--- config.mk ---
export PLATFORM = sky130hd
export DESIGN_NAME = slot_game_ctrl
export DESIGN_NICKNAME = d
export VERILOG_FILES = /design/src/rtl/slot_pkg.sv /design/src/rtl/btn_edge.sv /design/src/rtl/slot_game_ctrl.sv
export SDC_FILE = /design/constraint.sdc
export NUM_CORES = 1
export LEC_CHECK = 0
export BUFFER_PORTS_ARGS = -buffer_cell sky130_fd_sc_hd__buf_2
export CORE_ASPECT_RATIO = 1.5
export CORE_MARGIN = 2
export CORE_UTILIZATION = 58
export DETAILED_ROUTE_END_ITERATION = 7
export GPL_TIMING_DRIVEN = 0
export PLACE_DENSITY = 0.77
export SKIP_CTS_REPAIR_TIMING = 1
export SLEW_MARGIN = 5
export SYNTH_ARGS = -nofsm -noshare
export SYNTH_HDL_FRONTEND = slang
export SYNTH_HIERARCHICAL = 1
export SYNTH_SLANG_ARGS = --single-unit
--- constraint.sdc ---
create_clock -name clk -period 5.82 [get_ports clk]
set_clock_uncertainty 0.2 [all_clocks]
set_input_delay 1.164 -clock clk [delete_from_list [all_inputs] [get_ports clk]]
set_output_delay 1.164 -clock clk [all_outputs]
set_load 0.01 [all_outputs]
--- src/rtl/slot_pkg.sv ---
// Shared types for the slot machine round controller: FSM states, win classes,
// reel digit width and the scoring rule.
package slot_pkg;

    localparam int DIGIT_W = 4;

    typedef logic [DIGIT_W-1:0] digit_t;

    typedef enum logic [2:0] {
        IDLE,
        SPINNING,
        STOPPING,
        EVAL,
        PAYOUT
    } state_e;

    typedef enum logic [1:0] {
        WIN_NONE    = 2'd0,
        WIN_PAIR    = 2'd1,
        WIN_TRIPLE  = 2'd2,
        WIN_JACKPOT = 2'd3
    } win_class_e;

    // Jackpot beats triple beats pair; a pair only counts between adjacent reels.
    function automatic win_class_e score_reels(input digit_t r0,
                                               input digit_t r1,
                                               input digit_t r2,
                                               input digit_t jackpot_sym);
        win_class_e result;
        result = WIN_NONE;
        if (r0 == r1 && r1 == r2) begin
            result = (r0 == jackpot_sym) ? WIN_JACKPOT : WIN_TRIPLE;
        end else if (r0 == r1 || r1 == r2) begin
            result = WIN_PAIR;
        end
        return result;
    endfunction

endpackage

--- src/rtl/btn_edge.sv ---
// Rising-edge detector for an already synchronised, debounced button level.
// The edge is visible in the same cycle the level first reads high.
module btn_edge (
    input  logic clk,
    input  logic reset,
    input  logic btn,
    output logic rise
);

    logic prev;

    always_ff @(posedge clk) begin
        if (reset) begin
            prev <= 1'b0;
        end else begin
            prev <= btn;
        end
    end

    assign rise = btn & ~prev;

endmodule

--- src/rtl/slot_game_ctrl.sv ---
// Round sequencer and credit manager: starts/stops the reels, scores the
// settled digits and pays winnings into a saturating credit counter.
module slot_game_ctrl
    import slot_pkg::*;
#(
    parameter int     CREDIT_W    = 8,
    parameter int     MAX_CREDIT  = 99,
    parameter int     PAY2        = 2,
    parameter int     PAY3        = 10,
    parameter int     PAY_JACKPOT = 50,
    parameter digit_t JACKPOT_SYM = 4'h7,
    parameter int     AUTO_STOP   = 256,
    parameter int     PAY_TICK    = 4
) (
    input  logic                clk,
    input  logic                reset,
    input  logic                start,
    input  logic                stop,
    input  logic                coin,
    input  logic                reels_done,
    input  logic [DIGIT_W-1:0]  reel0,
    input  logic [DIGIT_W-1:0]  reel1,
    input  logic [DIGIT_W-1:0]  reel2,
    output logic                slot_start,
    output logic                slot_stop,
    output logic [CREDIT_W-1:0] credits,
    output logic [1:0]          win_class,
    output logic                win_lamp,
    output logic                busy
);

    localparam int SPIN_W = $clog2(AUTO_STOP + 1);
    localparam int TICK_W = $clog2(PAY_TICK + 1);
    localparam int PAY_W  = $clog2(PAY2 + PAY3 + PAY_JACKPOT + 1);
    localparam int SUM_W  = CREDIT_W + 2;

    localparam logic [SPIN_W-1:0]   SPIN_LAST = SPIN_W'(AUTO_STOP - 1);
    localparam logic [TICK_W-1:0]   TICK_LAST = TICK_W'(PAY_TICK - 1);
    localparam logic [SUM_W-1:0]    SUM_MAX   = SUM_W'(MAX_CREDIT);
    localparam logic [CREDIT_W-1:0] CRED_MAX  = CREDIT_W'(MAX_CREDIT);

    state_e              state;
    logic [SPIN_W-1:0]   spin_cnt;
    logic [TICK_W-1:0]   tick_cnt;
    logic [PAY_W-1:0]    remaining;
    digit_t              held0;
    digit_t              held1;
    digit_t              held2;

    logic                start_rise;
    logic                stop_rise;
    logic                start_ok;
    logic                pay_now;
    logic [SUM_W-1:0]    credit_sum;
    logic [CREDIT_W-1:0] credit_next;
    win_class_e          score;
    logic [PAY_W-1:0]    payout;

    btn_edge u_start_edge (
        .clk   (clk),
        .reset (reset),
        .btn   (start),
        .rise  (start_rise)
    );

    btn_edge u_stop_edge (
        .clk   (clk),
        .reset (reset),
        .btn   (stop),
        .rise  (stop_rise)
    );

    // Coin, payout tick and start deduction are summed before saturating, so a
    // coin paying for the round at the ceiling nets to zero rather than -1.
    always_comb begin
        start_ok    = (state == IDLE) && start_rise && (credits != '0);
        pay_now     = (state == PAYOUT) && (tick_cnt == TICK_LAST);
        credit_sum  = SUM_W'(credits) + SUM_W'(coin) + SUM_W'(pay_now)
                    - SUM_W'(start_ok);
        credit_next = (credit_sum > SUM_MAX) ? CRED_MAX : credit_sum[CREDIT_W-1:0];
    end

    always_comb begin
        score = score_reels(held0, held1, held2, JACKPOT_SYM);
        case (score)
            WIN_PAIR:    payout = PAY_W'(PAY2);
            WIN_TRIPLE:  payout = PAY_W'(PAY3);
            WIN_JACKPOT: payout = PAY_W'(PAY_JACKPOT);
            default:     payout = '0;
        endcase
    end

    always_ff @(posedge clk) begin
        if (reset) begin
            state      <= IDLE;
            spin_cnt   <= '0;
            tick_cnt   <= '0;
            remaining  <= '0;
            held0      <= '0;
            held1      <= '0;
            held2      <= '0;
            credits    <= '0;
            slot_start <= 1'b0;
            slot_stop  <= 1'b0;
            win_class  <= WIN_NONE;
            win_lamp   <= 1'b0;
            busy       <= 1'b0;
        end else begin
            credits    <= credit_next;
            slot_start <= 1'b0;
            slot_stop  <= 1'b0;
            case (state)
                IDLE: begin
                    if (start_ok) begin
                        slot_start <= 1'b1;
                        win_class  <= WIN_NONE;
                        spin_cnt   <= '0;
                        busy       <= 1'b1;
                        state      <= SPINNING;
                    end
                end
                SPINNING: begin
                    if (stop_rise || spin_cnt == SPIN_LAST) begin
                        slot_stop <= 1'b1;
                        state     <= STOPPING;
                    end else begin
                        spin_cnt <= spin_cnt + SPIN_W'(1);
                    end
                end
                // Digits are captured here so scoring does not depend on the
                // reel block holding them stable through EVAL.
                STOPPING: begin
                    if (reels_done) begin
                        held0 <= reel0;
                        held1 <= reel1;
                        held2 <= reel2;
                        state <= EVAL;
                    end
                end
                EVAL: begin
                    win_class <= score;
                    win_lamp  <= (score != WIN_NONE);
                    remaining <= payout;
                    tick_cnt  <= '0;
                    if (payout == '0) begin
                        busy  <= 1'b0;
                        state <= IDLE;
                    end else begin
                        state <= PAYOUT;
                    end
                end
                PAYOUT: begin
                    if (pay_now) begin
                        tick_cnt  <= '0;
                        remaining <= remaining - PAY_W'(1);
                        if (remaining == PAY_W'(1)) begin
                            win_lamp <= 1'b0;
                            busy     <= 1'b0;
                            state    <= IDLE;
                        end
                    end else begin
                        tick_cnt <= tick_cnt + TICK_W'(1);
                    end
                end
                default: begin
                    busy  <= 1'b0;
                    state <= IDLE;
                end
            endcase
        end
    end

endmodule
# == Yosys cells after proc, flatten, opt, wreduce, memory -nomap -nowiden ==
# Index checks and enable logic that the tools add are counted.
# W data, S select, Z words.
# op_classes
order_cmp,1
n_shift,0
n_addsub,6
multipliers,0
n_div,0
mux,29
reduce_logical,24
n_eq_ne,20
bitwise,7
# op_table
op,n
$mux W3,7
$mux W9,2
$pmux W6 S3,1
$pmux W9 S2,1
$pmux W3 S5,1
$ne A2 B2 Y1 const B,6
$pmux W6 S2,1
$add A9 B1 Y10,1
$gt A10 B7 Y1 const B,1
$reduce_and A5 Y1,2
$sub A10 B1 Y10,1
$add A8 B1 Y9,1
$add A9 B1 Y9 const B,1
$eq A3 B2 Y1 const B,3
$eq A9 B8 Y1 const B,1
$eq A4 B4 Y1,2
$mux W1,8
$reduce_bool A2 Y1,4
$reduce_bool A8 Y1,1
$reduce_or A2 Y1,4
$mux W7,1
$eq A6 B1 Y1 const B,1
$logic_not A6 Y1,1
$mux W6,1
20 further kinds,34
# word_totals
rom_bits,0
ff_bits,49
memories,0
in_bits,18
latch_bits,0
ramBits,0

# == Logic depth before layout (Yosys ltp) ==
# Gate-level depths: netlist of run 1.
# depth
ltp_word,9
depth_mapped,15
depth_no_buf,15

# == Cells and area by module ==
# Netlist of run 1, hierarchy kept.
# by_module_without_submodules
mod,cells_each,n_inst,area_per_inst_um2
slot_game_ctrl,342,1,2748.9
btn_edge,3,2,47.5

# == Least setup slack after synthesis of run 1 ==
# OpenSTA, ideal clock, no wires.
# synth_timing
path_type,input port to flip-flop
startpoint,input port start
endpoint,register credits[0]
path_slack_ns,1.302
path_stages,13
setup_time_ns,0.115
t_arrival_ns,4.203
required_time_ns,5.505
path_cell_list,nor2b_4 > o21ai_0 > or4_1 > inv_1 > ha_1 > fa_1 > fa_1 > nand2b_1 > a2111oi_4 > nor2_1 > o311ai_4 > o211ai_4 > o21ba_1
# synth_between
elab_chain_cells,6
# synth_lines
item,line_no,text
start: declaration,slot_game_ctrl.sv:17,"input logic start,"
$and A1 B1 Y1 *,btn_edge.sv:20,assign rise = btn & ~prev;
$logic_and A1 B1 Y1 * (2 in series),slot_game_ctrl.sv:76,start_ok = (state == IDLE) && start_rise && (credits != '0);
named net start_ok,slot_game_ctrl.sv:52,logic start_ok;
$sub A10 B1 Y10 *,slot_game_ctrl.sv:79,- SUM_W'(start_ok);
$gt A10 B7 Y1,slot_game_ctrl.sv:80,credit_next = (credit_sum > SUM_MAX) ? CRED_MAX : credit_sum[CREDIT_W-1:0];
$mux W7 *,slot_game_ctrl.sv:80,
end signal: assignment,slot_game_ctrl.sv:109,credits <= credit_next;
end: declaration,slot_game_ctrl.sv:26,"output logic [CREDIT_W-1:0] credits,"
# The timed path passes the listed nets; every way through them passes the cells marked *.
# A chain may end at the register's enable or synchronous reset.

# == Worst setup path in the final report of run 1 ==
# layout_timing
startpoint,input port start
endpoint,register credits[0]
# layout_between
elab_chain_cells,6
# layout_lines
item,line_no,text
$and A1 B1 Y1 *,btn_edge.sv:20,
named net start_rise,slot_game_ctrl.sv:50,logic start_rise;
$logic_and A1 B1 Y1 * (2 in series),slot_game_ctrl.sv:76,
named net start_ok,slot_game_ctrl.sv:52,
$sub A10 B1 Y10 *,slot_game_ctrl.sv:79,
$gt A10 B7 Y1,slot_game_ctrl.sv:80,
$mux W7 *,slot_game_ctrl.sv:80,
# Marked as above.

==> results of run 1 <==
-- report_power, final --
part / switching (W) / internal, W / leakage, nW / total, W
sequential: 0.0000371 / 0.000375 / 0.398 / 0.000412
clock: 0.000105 / 0.0000855 / 0.0395 / 0.000191
combinational: 0.000537 / 0.000378 / 0.813 / 0.000916
total: 0.000679 / 0.000839 / 1.25 / 0.00152
-- path summary, 6_finish.rpt --
check	from	end	slack [ps]	depth (start not counted)
max	start	credits[0]$_SDFF_PP0_	1120	14
min	tick_cnt[2]$_SDFFE_PP0P_	tick_cnt[2]$_SDFFE_PP0P_	260	2
max reg2reg	credits[7]$_SDFF_PP0_	credits[0]$_SDFF_PP0_	1300	15
min reg2reg	tick_cnt[2]$_SDFFE_PP0P_	tick_cnt[2]$_SDFFE_PP0P_	260	2
-- registers in the layout, summed over array words and instances, names as in the netlist, 2 cells and up --
signal,flops
spin_cnt,9
credits,8
remaining,6
held0,4
held1,4
held2,4
state,3
tick_cnt,3
win_class,2
-- synth_stat cells (2+ instances only) --
cell	count
nor4_1	2
o21ai_0	11
a21oi_1	38
buf_2	3
nor3_2	3
inv_1	26
a211oi_1	2
nor2_1	33
nor2b_4	4
nor2b_1	2
and2_1	2
xor2_1	2
a32oi_1	2
nand2_1	46
a211o_1	2
or3_1	4
ha_1	17
clkbuf_1	7
nand2b_1	8
nand4b_1	3
nor3_1	13
nand3_1	9
fa_1	2
o22ai_1	2
a21boi_0	2
nand4_1	3
xnor2_1	16
o21ba_1	2
dfxtp_1	49
a31oi_1	5
a21o_1	2
-- final cells by class --
type,instances,area [µm²],area share
Buffer,11,45.0,0.0142
Timing Repair Buffer,31,155,0.0491
Sequential cell,49,981,0.310
Inverter,26,97.6,0.0309
Clock buffer,8,80.1,0.0253
Multi-Input combinational cell,262,1720,0.544
Tap cell,66,82.6,0.0261
-- worst max-delay path, stage by stage --
cell and delay (ps):
buf_2 80, nor2b_4 130, o21ai_0 110, or4_1 550, inv_1 150, ha_1 250
fa_1 450, fa_1 390, nand2b_1 250, a2111oi_4 390, nor2_1 120, o311ai_4 290
o211ai_4 180, o21ba_1 190
-- layer usage --
layer  track usage  wire length [µm]  share of wire  vias to the layer above
met3        0.0403               196          0.032                       14
met4        0.0996               175          0.029                        0
met1         0.275              2560           0.42                     1147
met5             0                 0              0                        -
met2         0.406              3160           0.52                       46
li1              -                 -              -                     1276
-- through the flow --
step	std cells	total power (W)	instance area, µm²
detailed placement	445	0.00133	3080
global placement	445	0.00131	3080
CTS	453	0.00152	3160
global route	453	0.00164	3160
finish	453	0.00152	3160
floorplan	348	0.00114	2840
-- cell families (layout without fill, tap and decap cells) --
| logic type | Yosys count | in the layout | share of synthesized area |
|---|---|---|---|
| xor gates and xnor gates | 18 | 18 | 0.0554 |
| muxes | 1 | 1 | 0.00352 |
| buffers and inverters | 37 | 76 | 0.0502 |
| AOI/OAI and AO/OA | 80 | 80 | 0.193 |
| adders and majority gates | 19 | 19 | 0.0889 |
| DFF | 49 | 49 | 0.345 |
| other | 1 | 1 | 0.00132 |
| and+or+nand+nor | 143 | 143 | 0.263 |
==> run metrics, run 1 <==
RSZ-0062 raised after global routing=false; Mean Syn Cell Area=8.17 µm²; Slew @ Worst Pin=648 ps; Synth area leaders=dfxtp_1 (34%), ha_1 (7.5%), a21oi_1 (6.7%); Final nets=423; CTS buffer count=5; Die ar.=5490 µm²; aggregate global-route resource usage=0.237; Final Max Tran Viols=0; worst setup margin=1120 ps; Max rail drop VDD=0.439 mV; status=finished clean; pin count of the biggest net entering global routing=14; DRT Pass-1 Iters=4; Synth-to-Final Area Change=11.2%; mean routed wirelength per cell=13.5 µm; total congestion overflow=0; GPL Wtd Cong=0.913; Vias/cell=5.48; CTS tree=built; worst hold slack=256 ps; initial core utilization=0.596; min Tclk post-route=4700 ps; Syn Inst Count=348; vias in the first global route=2319; DRC errors left=0; worst path required time=5820 ps; most common cell after layout, fill and taps aside=dfxtp_1; Fmax=213 MHz; via count=2483; antenna cells=0; Cell variety after synth=57; Clock Pin Slew Worst Setup and Hold Paths=90 ps; Clk Latency, worst-skew pair=300 ps; synthesized area=2840 µm²; initial DRC count=102; Yosys Warn Count=6; initial antenna violation count=0; post-synthesis sequential area ratio=0.345; worst slack at placement=819 ps; die width=61.2 µm; top cell type's share of synthesized area=0.345; CTS Root Cell=clkbuf_8; maximum clock insertion buffer count=2; hold crit path type=reg2reg; Die Height=89.8 µm; global-route wire length before repair=10.1 mm; final hold violation count=0; async set-reset flop share out of synthesis=0; ANT nets after route=0; H-Tree Depth=2; max cap viols=0; leakage power=1.25 nW; Core Rows=31; syn nets=385; endpoint class of the critical path=flip-flop; final setup fails=0; CP Class=in2reg; Final HPWL DP=4.74 mm; critical path startpoint category=input pin; port bufs=31; io pins=32; CTS sink count=49; cell area power density=480 nW/µm²; Final Cycle Share=0.808; commonest non-fill, non-tap cells in the layout=dfxtp_1 (49), nand2_1 (46), a21oi_1 (38), buf_2 (34), nor2_1 (33); CP arrival=4700 ps; #FFs+latches synth=49; layout cell share with drive strength beyond 1=0.140; core area=4770 µm²; filler instances=437; Max FO, Critical Path=5; Yosys top cell by area=dfxtp_1; Setup TNS Final=0 ps; final core occ=0.663; main flop type after synthesis=dfxtp_1; Rel. slew slack=0.565; Routed WL=6.10 mm; EDFF count, synth=0
Note: power is estimated with default switching activity, not from simulation.
==> inputs of run 2 (changes only) <==
Settings changed: CORE_UTILIZATION 58 to 53, PLACE_DENSITY 0.77 to 0.74.
Clock period 5.82 ns to 3.85 ns, I/O delays scaled along.
==> run metrics, run 2 (synthesis gave the netlist of run 1 again) <==
status=finished with violations; failing checks=setup timing; Net Sw Frac=0.428 (-0.0194); commonest non-fill, non-tap cells in the layout=nand2_1 (46), dfxtp_1 (43), a21oi_1 (38), buf_2 (34), nor2_1 (32); die width=63.8 µm (+4.3%); final setup fails=7 (+7); worst setup margin=-281 ps (-1400 ps); CTS buffer count=5 (unchanged); Top cell by count, worst path=fa_2; min Tclk post-route=4130 ps; endpoint class of the critical path=flip-flop; H-Tree Depth=2 (unchanged); crit path max-delay cell type=or4_4; Clock Pin Slew Worst Setup and Hold Paths=90 ps (about the same); initial antenna violation count=0 (unchanged); cell area power density=757 nW/µm² (+58%); Die ar.=5980 µm² (+8.9%); DRT Pass-1 Iters=4 (unchanged); CP top delay family=compound AO/OA/AOI/OAI gates; DRC errors left=0 (unchanged); Final Max Tran Viols=0 (unchanged); max reg flops=9 (unchanged); maximum clock insertion buffer count=2 (unchanged); port bufs=31 (unchanged); Rel. slew slack=0.579 (+0.0144); Synth-to-Final Area Change=16.8%; max cap viols=0 (unchanged); Max FO, Critical Path=5 (unchanged); critical path startpoint category=flip-flop; Logic pwr share=0.596 (-0.007); Routed WL=6.41 mm (+5.1%); Largest Register=spin_cnt; antenna cells=0 (unchanged); hold crit path type=reg2reg; crit path cell chain=inv_2, ha_2, nand4b_1, o21ai_2, or4_4, inv_4, ha_4, fa_2, fa_2, nand2b_4, a2111oi_4, nor2_2, o311ai_4, o211ai_4, o21ba_1; CTS sink count=49 (unchanged); initial core utilization=0.551 (-0.0455); global-route wire length before repair=10.5 mm (+3.7%); via count=2498 (+0.60%); Placed Cells=447 (+0.45%); Die Height=93.7 µm (+4.4%); final hold violation count=0 (unchanged); P_sw=0.00108 W (+58%); layout cell share with drive strength beyond 1=0.214 (+0.0742); Final nets=429 (+1.4%); Final Cycle Share=1.07; CP Class=reg2reg; initial DRC count=90 (-12%); Vias/cell=5.42 (-1.1%); most common cell after layout, fill and taps aside=nand2_1; non-filler cells, final=461 (+1.8%); Core Rows=32 (+3.2%); CP arrival=4130 ps (-570 ps); mean routed wirelength per cell=13.9 µm (+3.3%); Crit path buffers/inverters=2 (unchanged); CTS Root Cell=clkbuf_8; leakage power=1.30 nW (+4.3%); total congestion overflow=0 (unchanged); pin count of the biggest net entering global routing=15 (+1); Clk Latency, worst-skew pair=310 ps (about the same); io pins=32 (unchanged); vias in the first global route=2380 (+2.6%); Final HPWL DP=4.96 mm (+4.6%); Fmax=242 MHz; RSZ-0062 raised after global routing=true; total chip power=0.00251 W (+66%); aggregate global-route resource usage=0.224 (-0.0130); ANT nets after route=0 (unchanged); Slew @ Worst Pin=628 ps (-19.3 ps); CTS tree=built; sequential share of power=0.252 (-0.019); core area=5160 µm² (+8.3%); worst path required time=3850 ps (-1970 ps); Top Registers=spin_cnt: 9 flops, credits: 8 flops, remaining: 6 flops; Max rail drop VDD=0.671 mV (+53%); cell internal pwr=0.00144 W (+71%); GPL Wtd Cong=0.891 (-2.4%); Largest stage delay, worst path=580 ps (+30 ps); Clk pwr share=0.152 (+0.026)
## run 2: cell count changes in the layout (fill, tap and decap cells not counted), moves of 2 or more
cell and delta:
buf_4 +6, clkbuf_1 -2, dfxtp_1 -6, dfxtp_2 +5, fa_1 -2, fa_2 +2
ha_1 -4, ha_4 +3, inv_1 -6, inv_2 +5
## run 2: cell type report
type | count | area (µm²)
inverters | 26 | 100
well taps | 68 | 85.1
clock inverters | 1 | 30.0
plain buffers | 11 | 45.0
flip-flops and latches | 49 | 991
clock buffers | 7 | 86.3
multi-input cells | 262 | 1780
fillers | 468 | 1840
repair buffers | 37 | 200
## run 2: worst paths after layout
kind / start / to / slack [ps] / cells past startpoint
max reg2reg: credits[2]$_SDFF_PP0_ / credits[1]$_SDFF_PP0_ / -280 / 15
min: tick_cnt[2]$_SDFFE_PP0P_ / tick_cnt[2]$_SDFFE_PP0P_ / 250 / 2
max: credits[2]$_SDFF_PP0_ / credits[1]$_SDFF_PP0_ / -280 / 15
min reg2reg: tick_cnt[2]$_SDFFE_PP0P_ / tick_cnt[2]$_SDFFE_PP0P_ / 250 / 2
## run 2: routing by layer
layer  track usage  part of all wire  vias up
li1              -                 -     1286
met1         0.244              0.41     1167
met2         0.421              0.54       39
met3        0.0372             0.029        6
met4        0.0851             0.015        0
met5             0                 0        -
## run 2: power by group through the flow
stage	Clock [W]	Sequential [W]	Combinational, W
after CTS	0.000387	0.000624	0.00142
final	0.000382	0.000632	0.00150
after global placement	0	0.000635	0.00140
after global routing	0.000410	0.000640	0.00165
after floorplan	0	0.000643	0.00112
after detailed placement	0	0.000636	0.00142
## run 2: stage by stage
stage / TNS [ps] / hold WS [ps] / area [µm²] / worst slack [ps] / util
after global routing: -2200 / 268 / 3320 / -373 / 0.643
final: -1520 / 250 / 3320 / -281 / 0.643
after detailed placement: -2390 / 235 / 3120 / -389 / 0.603
after CTS: -1610 / 250 / 3230 / -277 / 0.626
after floorplan: 0 / 215 / 2880 / 15.1 / -
after global placement: -2020 / 226 / 3120 / -335 / 0.603
## run 2: worst reg2reg max path: stages (launching register included)
cell	delay (ps)
dfxtp_2	370
inv_2	50
ha_2	160
nand4b_1	160
o21ai_2	90
or4_4	580
inv_4	90
ha_4	200
fa_2	400
fa_2	350
nand2b_4	170
a2111oi_4	430
nor2_2	80
o311ai_4	330
o211ai_4	180
o21ba_1	210
==> inputs of run 3 (changes only) <==
Settings changed: CORE_UTILIZATION 53 to 55, CTS_BUF_LIST from default to sky130_fd_sc_hd__clkbuf_8, PLACE_DENSITY 0.74 to 0.77.
==> run metrics, run 3 (synthesis gave the netlist of run 1 again) <==
Core Rows=32 (unchanged); CTS buffer count=5 (unchanged); Logic pwr share=0.598 (+0.002); P_sw=0.00108 W (+0.30%); Crit path buffers/inverters=2 (unchanged); Max FO, Critical Path=5 (unchanged); CTS sink count=49 (unchanged); die width=62.7 µm (-1.7%); CP Class=reg2reg; status=finished with violations; Fmax=256 MHz (+5.9%); most common cell after layout, fill and taps aside=nand2_1; port bufs=31 (unchanged); min Tclk post-route=3900 ps (-231 ps); Largest stage delay, worst path=470 ps (-110 ps); Synth-to-Final Area Change=18.4%; Routed WL=6.44 mm (+0.53%); hold crit path type=reg2reg; worst hold slack=245 ps (-5.26 ps); Die Height=92.1 µm (-1.8%); core area=5040 µm² (-2.3%); RSZ-0062 raised after global routing=true; Slew @ Worst Pin=642 ps (+14.0 ps); H-Tree Depth=2 (unchanged); io pins=32 (unchanged); reg2reg path depth=15 (unchanged); Final HPWL DP=4.83 mm (-2.6%); initial DRC count=113 (+26%); initial core utilization=0.564 (+0.0131); Die ar.=5770 µm² (-3.4%); finished layout cell area=3370 µm² (+1.4%); vias in the first global route=2521 (+5.9%); WHS Path Cells=2 (unchanged); CP arrival=3900 ps (-230 ps); Final Max Tran Viols=0 (unchanged); aggregate global-route resource usage=0.234 (+0.0103); Clock Pin Slew Worst Setup and Hold Paths=90 ps (about the same); DRC errors left=0 (unchanged); Clk pwr share=0.150 (-0.002); Final Cycle Share=1.01 (-0.0600); layout cell share with drive strength beyond 1=0.228 (+0.0138); global-route wire length before repair=10.8 mm (+3.2%); antenna cells=0 (unchanged); Rel. slew slack=0.570 (-0.00936); cell internal pwr=0.00144 W (+0.39%); r2r setup slk=-50 ps (+230 ps); Max rail drop VDD=0.626 mV (-6.8%); Net Sw Frac=0.428 (about the same); Top Registers=spin_cnt: 9 flops, credits: 8 flops, remaining: 6 flops; Final nets=436 (+1.6%); final setup fails=3 (-4); commonest non-fill, non-tap cells in the layout=nand2_1 (46), dfxtp_1 (43), a21oi_1 (38), buf_2 (34), nor2_1 (32); DRT Pass-1 Iters=4 (unchanged); CTS Root Cell=clkbuf_8; failing checks=setup timing; Vias/cell=5.55 (+2.4%); pin count of the biggest net entering global routing=15 (unchanged); CP top delay family=compound AO/OA/AOI/OAI gates; Largest Register=spin_cnt; maximum clock insertion buffer count=2 (unchanged); final hold violation count=0 (unchanged); crit path cell chain=inv_4, ha_4, nand4b_1, o21ai_2, or4_4, inv_4, ha_4, fa_2, fa_2, nand2b_4, a2111oi_4, nor2_2, o311ai_4, o211ai_4, o21ba_1; worst path required time=3850 ps (about the same); initial antenna violation count=0 (unchanged); critical path startpoint category=flip-flop; Clk Latency, worst-skew pair=310 ps (about the same); placed cell area=3120 µm² (unchanged); total congestion overflow=0 (unchanged); max reg flops=9 (unchanged); max cap viols=0 (unchanged); worst setup margin=-50.2 ps (+231 ps); via count=2598 (+4.0%); cell area power density=749 nW/µm² (-1.1%); endpoint class of the critical path=flip-flop; Crit path depth=15 (unchanged); sequential share of power=0.252 (about the same); mean routed wirelength per cell=13.8 µm (-0.97%); ANT nets after route=0 (unchanged); CTS tree=built; leakage power=1.34 nW (+2.9%); crit path max-delay cell type=or4_4; GPL Wtd Cong=0.908 (+1.9%)
==> run 3: worst register-to-register path, delay by kind of cell, from the launching register on <==
| kind | cells | cell delay, ps |
|---|---|---|
| flops | 1 | 380 |
| buf+inv | 2 | 140 |
| simple gates | 4 | 880 |
| compound gates | 5 | 1140 |
| fa+ha+maj | 4 | 1060 |
==> run 3: worst paths after layout <==
check,to,startpoint
setup / recovery,credits[1]$_SDFF_PP0_,credits[7]$_SDFF_PP0_
hold / removal,tick_cnt[2]$_SDFFE_PP0P_,tick_cnt[2]$_SDFFE_PP0P_
hold reg to reg,tick_cnt[2]$_SDFFE_PP0P_,tick_cnt[2]$_SDFFE_PP0P_
setup reg to reg,credits[1]$_SDFF_PP0_,credits[7]$_SDFF_PP0_
==> run 3: layer usage <==
metal  global-route usage  wire length (µm)  part of all wire  vias up
met4                0.104               178             0.028        0
met5                    0                 0                 0        -
met1                0.250              2570              0.40     1222
met3               0.0405               239             0.037       16
met2                0.441              3460              0.54       59
li1                     -                 -                 -     1301
==> run 3: metrics by stage <==
step / TNS (ps) / utilization / cells / setup slack, ps / total power [W]
detailed placement: -2430 / 0.618 / 447 / -389 / 0.00205
global placement: -2070 / 0.618 / 447 / -342 / 0.00202
floorplan: 0 / - / 348 / 15.1 / 0.00177
CTS: -1800 / 0.641 / 455 / -299 / 0.00242
finish: -92.9 / 0.668 / 468 / -50.2 / 0.00252
global route: -694 / 0.668 / 468 / -143 / 0.00272
==> run 3: final cells by class <==
type                    instances  area (µm²)
repair buffers                 44         253
fillers                       460        1680
plain buffers                  11        45.0
inverters                      26         105
multi-input cells             262        1770
flip-flops and latches         49         991
clock inverters                 2        33.8
clock buffers                   6        82.6
well taps                      68        85.1
==> run 3: power groups by stage <==
stage	Sequential, W	Combinational (W)	Clock [W]
after floorplan	0.000643	0.00112	0
after global placement	0.000635	0.00139	0
after detailed placement	0.000637	0.00141	0
after CTS	0.000625	0.00142	0.000380
after global routing	0.000643	0.00168	0.000402
final	0.000636	0.00151	0.000379
